==> config.mk <==
export PLATFORM = sky130hd
export DESIGN_NAME = icache_fill_ctrl
export DESIGN_NICKNAME = d
export VERILOG_FILES = /design/src/rtl/icache_fill_ctrl.sv
export SDC_FILE = /design/constraint.sdc
export NUM_CORES = 1
export LEC_CHECK = 0
export ABC_CLOCK_PERIOD_IN_PS = 3200
export CORE_UTILIZATION = 49
export DETAILED_ROUTE_END_ITERATION = 8
export PLACE_DENSITY_LB_ADDON = 0.2
export SYNTH_ARGS = -nofsm -noshare
export SYNTH_HDL_FRONTEND = slang
export SYNTH_SLANG_ARGS = --single-unit
==> constraint.sdc <==
create_clock -name clk -period 3.2 [get_ports clk]
set_input_delay 0.32 -clock clk [delete_from_list [all_inputs] [get_ports clk]]
set_output_delay 0.32 -clock clk [all_outputs]
set_load 0.005 [all_outputs]
==> src/rtl/icache_fill_ctrl.sv <==
// icache_fill_ctrl: block-valid owner and miss-fill sequencer for a 32 x 16-byte instruction cache.
// On a miss it reads the whole 16-byte block from program memory, writes it to cache RAM, then marks it valid.
module icache_fill_ctrl (
    input  logic        clk,
    input  logic        rst_n,
    input  logic        i_req,
    input  logic [15:0] i_req_addr,
    input  logic [15:0] i_cbr,
    input  logic        i_flush,
    output logic [31:0] o_valid_bits,
    output logic [4:0]  o_block_sel,
    input  logic        i_block_valid,
    output logic        o_hit_ack,
    output logic        o_bypass,
    output logic        o_mem_req,
    output logic [15:0] o_mem_addr,
    input  logic        i_mem_ack,
    input  logic [7:0]  i_mem_rdata,
    output logic        o_cache_we,
    output logic [8:0]  o_cache_waddr,
    output logic [7:0]  o_cache_wdata,
    output logic        o_busy
);
    typedef enum logic [1:0] {S_IDLE, S_FILL, S_COMMIT} state_t;

    state_t      r_state;
    logic [31:0] r_valid;
    logic        r_mem_req;
    logic [15:0] r_mem_addr;
    logic        r_cache_we;
    logic [8:0]  r_cache_waddr;
    logic [7:0]  r_cache_wdata;
    logic [3:0]  r_count;
    logic [4:0]  r_blk;

    logic [15:0] w_base;
    logic [15:0] w_offset;
    logic        w_in_window;
    logic        w_idle;

    assign w_base      = i_cbr & 16'hFFF0;
    assign w_offset    = i_req_addr - w_base;
    assign w_in_window = w_offset < 16'd512;
    assign w_idle      = r_state == S_IDLE;

    assign o_block_sel   = w_offset[8:4];
    assign o_hit_ack     = w_idle && i_req && w_in_window && i_block_valid;
    assign o_bypass      = w_idle && i_req && !w_in_window;
    assign o_valid_bits  = r_valid;
    assign o_mem_req     = r_mem_req;
    assign o_mem_addr    = r_mem_addr;
    assign o_cache_we    = r_cache_we;
    assign o_cache_waddr = r_cache_waddr;
    assign o_cache_wdata = r_cache_wdata;
    assign o_busy        = !w_idle;

    always_ff @(posedge clk or negedge rst_n) begin
        if (!rst_n) begin
            r_state       <= S_IDLE;
            r_valid       <= '0;
            r_mem_req     <= 1'b0;
            r_mem_addr    <= '0;
            r_cache_we    <= 1'b0;
            r_cache_waddr <= '0;
            r_cache_wdata <= '0;
            r_count       <= '0;
            r_blk         <= '0;
        end else if (i_flush) begin
            // flush beats any pending ack or commit: nothing from the aborted fill survives
            r_state       <= S_IDLE;
            r_valid       <= '0;
            r_mem_req     <= 1'b0;
            r_mem_addr    <= '0;
            r_cache_we    <= 1'b0;
            r_cache_waddr <= '0;
            r_cache_wdata <= '0;
            r_count       <= '0;
            r_blk         <= '0;
        end else begin
            r_cache_we <= 1'b0;
            case (r_state)
                S_IDLE: if (i_req && w_in_window && !i_block_valid) begin
                    r_blk      <= w_offset[8:4];
                    r_count    <= '0;
                    r_mem_addr <= w_base + {7'd0, w_offset[8:4], 4'h0};
                    r_mem_req  <= 1'b1;
                    r_state    <= S_FILL;
                end
                S_FILL: if (i_mem_ack) begin
                    r_cache_we    <= 1'b1;
                    r_cache_waddr <= {r_blk, r_count};
                    r_cache_wdata <= i_mem_rdata;
                    r_mem_addr    <= r_mem_addr + 16'd1;
                    r_count       <= r_count + 4'd1;
                    if (r_count == 4'hF) begin
                        r_mem_req <= 1'b0;
                        r_state   <= S_COMMIT;
                    end
                end
                S_COMMIT: begin
                    r_valid[r_blk] <= 1'b1;
                    r_state        <= S_IDLE;
                end
                default: r_state <= S_IDLE;
            endcase
        end
    end
endmodule
==> reports/qor.yml <==
status:
  status: "completed"
sta:
  slew_headroom: 0.349
  worst_slew_pin_slew_ns: 0.976
  drv_slew: 0
  finalCriticalPeriod_ns: 3.15
  finClkSkew_ns: 0.0112
  timing.final.hold_violations: 0
  fin_crit_sh: 0.984
  fmax_mhz: 318
  finalSetupViolations: 0
route:
  drc: 0
  drtIter0Drc: 187
  wire_per_inst_um: 17.3
  wl_um: 13200
  ant_nets: 0
  viasPerCell: 5.82
  first_pass_iters: 4
  via_count: 4433
worst_setup_path:
  crit_buf_inv: 3
  critical_path_class: "in -> out"
  endpoint_kind: "output port"
  crit_required_ns: 2.88
  crit_fanout: 3
  crit_family: "buffers and inverters"
  max_stage_delay_ns: 0.52
  reg2reg_depth: 9
  rr_startpoint: "o_mem_addr[0]"
  cp-start-kind: "primary input"
  r2r-end: "o_mem_addr[14]"
  worstPathArrival_ns: 2.83
  ff2ff_setup_slack_ns: 0.69
  path_cells: "clkdlybuf4s50_1 -> ha_4 -> o211ai_1 -> a21o_1 -> a21oi_4 -> or4_4 -> a211oi_4 -> and2_4 -> buf_4 -> nor2_2 -> dlygate4sd2_1"
  cp_slowest_cell: "clkdlybuf4s50_1"
logic_synthesis:
  synth-async-reset-ratio: 1.00
  synth-edff-count: 0
  synthCells: 481
  synthDominantCellAreaShare: 0.444
  synth_area_um2: 4400
  seq_area_frac_synth: 0.444
  yosysWarnings: 0
  synth_largest_area_cell: "dfrtp_1"
  synth_fp_nets: 546
  ys_types: 58
  syn_avg_cell_area_um2: 9.14
  yosys_most_used_dff: "dfrtp_1"
  synth.area.top_cells: "dfrtp_1 (44%), a21oi_1 (7.5%), nor2_1 (5.7%)"
  synth-seq-cells: 78
global_routing:
  met1_usage: 0.364
  grt_pass1_wl_um: 20800
  grt_max_degree: 79
  first_global_vias: 4187
  grtUsageMet3: 0.0571
  grt_usage: 0.273
  antenna_found_initial: 0
  busiest_layer: "met2"
  overflow: 0
  globalRouteMet2Util: 0.451
layout:
  final_cell_area_um2: 6500
  syn2layout_area_growth_pct: 47.8
  layout-drive-gt1-share: 0.202
  fill_cells: 648
  final_cells: 762
  fin_nets: 714
  antennaDiodeCount: 0
clocking:
  clock-root-buffer: "clkbuf_8"
  cts_sinks: 78
  htreeDepth: 3
  clock_latency_ns: 0.35
  cts_tree: "built"
  cts_buffer_depth: 2
  cts_buffers: 9
  clk_pin_slew_worst_paths_ns: 0.08
power_and_ir_drop:
  clkPwrFrac: 0.325
  p_int_mw: 1.68
  power_frac_comb: 0.248
  leakage_nw: 3.03
  switching_share: 0.293
  cellPowerDensity_nw_per_um2: 366
  netSwitchingPower_mw: 0.697
  ir_drop_uv: 296
  seq_power_share: 0.427
placement:
  dp_cells: 742
  port_buffers: 112
  post_dp_cell_area_um2: 6040
  dp_hpwl_um: 9030
  gp_congestion: 0.894
floorplanning:
  die_x_um: 96.7
  rows: 34
  core_um2: 8720
  die_h_um: 96.7
  io_pins: 121
  die-area_um2: 9360
  start_util: 0.504
job:
  cap_violations: 0
worst_hold_path:
  hp-class: "in -> async"
## cell type report
type,instances,area (um^2),area share
Multi-Input combinational cell,352,2460,0.379
Clock inverter,7,81.3,0.0125
Timing Repair Buffer,179,1640,0.252
Tap cell,108,135,0.0208
Sequential cell,78,1950,0.300
Clock buffer,9,124,0.0191
Inverter,29,109,0.0168
## sequential cells by signal, indices dropped and copies added, names as in the netlist
name and flops:
o_mem_req 1, o_valid_bits 32, o_mem_addr 16, r_state 2
o_cache_waddr 9, r_blk 5, o_cache_we 1, o_cache_wdata 8
r_count 4
## cells by family after synthesis
group | count (synthesis) | share of synthesized area
XOR/XNOR | 19 | 0.0378
buffers and inverters | 51 | 0.0438
AND/OR/NAND/NOR | 159 | 0.178
adder cells (fa/ha/maj) | 19 | 0.0575
flip-flops | 78 | 0.444
AO/OA/AOI/OAI | 147 | 0.221
multiplexers | 8 | 0.0185
## timing repair
item,CTS,global route
setup buffers,0,4
endpoints found under the setup margin,2,10
cloned,0,0
hold buffers,0,0
pin swaps,5,13
resized for setup,17,39
## worst max-delay path by stage
stage | endpoint | slack (ns) | start | depth (start not counted)
final | o_bypass | 0.05 | i_req_addr[7] | 11
after CTS | o_hit_ack | -0.01 | i_cbr[6] | 11
after detailed placement | o_hit_ack | -0.42 | i_req_addr[4] | 12
after global routing | o_bypass | -0.03 | i_req_addr[4] | 13
after floorplan | o_mem_addr[13] | 0.30 | i_req_addr[4] | 12
after global placement | o_hit_ack | -0.37 | i_req_addr[4] | 12
## placed cells by master, fill, tap and decap left out, types with 10 or more instances in the layout
| master | Yosys | layout |
|---|---|---|
| nor2_1 | 67 | 65 |
| nand2_1 | 30 | 30 |
| buf_4 | 0 | 67 |
| dfrtp_1 | 78 | 78 |
| a22o_1 | 17 | 17 |
| clkdlybuf4s50_1 | 0 | 98 |
| xnor2_1 | 17 | 16 |
| inv_1 | 29 | 24 |
| ha_1 | 17 | 10 |
| a21oi_1 | 66 | 61 |
## cell usage after synthesis, drive strengths merged, types with 7 or more instances
cell,count
o21ai,11
nand2,30
a21oi,68
nor2,67
a211oi,7
a22o,17
ha,17
a21o,8
xnor2,17
nor3,11
dfrtp,78
inv,29
mux2i,7
clkbuf,19
nand4,7
## power by group through the flow
stage                     registers (mW)  logic (mW)  clock network, mW
after global routing                1.02       0.641              0.837
after detailed placement            1.03       0.521                  0
final                               1.02       0.590              0.774
after CTS                           1.02       0.540              0.788
after floorplan                     1.03       0.251                  0
after global placement              1.03       0.509                  0
## metrics by stage
stage / power [mW] / hold slack, ns / setup WS (ns) / utilization / setup TNS [ns]
floorplan: 1.28 / 0.0244 / 0.295 / - / 0
global placement: 1.54 / 0.479 / -0.368 / 0.693 / -2.61
detailed placement: 1.56 / 0.481 / -0.417 / 0.693 / -4.25
CTS: 2.34 / 0.155 / -0.0129 / 0.725 / -0.0129
global route: 2.50 / 0.196 / -0.0256 / 0.745 / -0.0256
finish: 2.38 / 0.0876 / 0.0523 / 0.745 / 0
## routing by layer
| layer | vias up | wire [um] |
|---|---|---|
| li1 | 2062 | - |
| met1 | 2160 | 5520 |
| met2 | 177 | 6510 |
| met3 | 34 | 805 |
| met4 | 0 | 347 |
| met5 | - | 0 |
No activity file was read; power rests on OpenSTA's default activity.
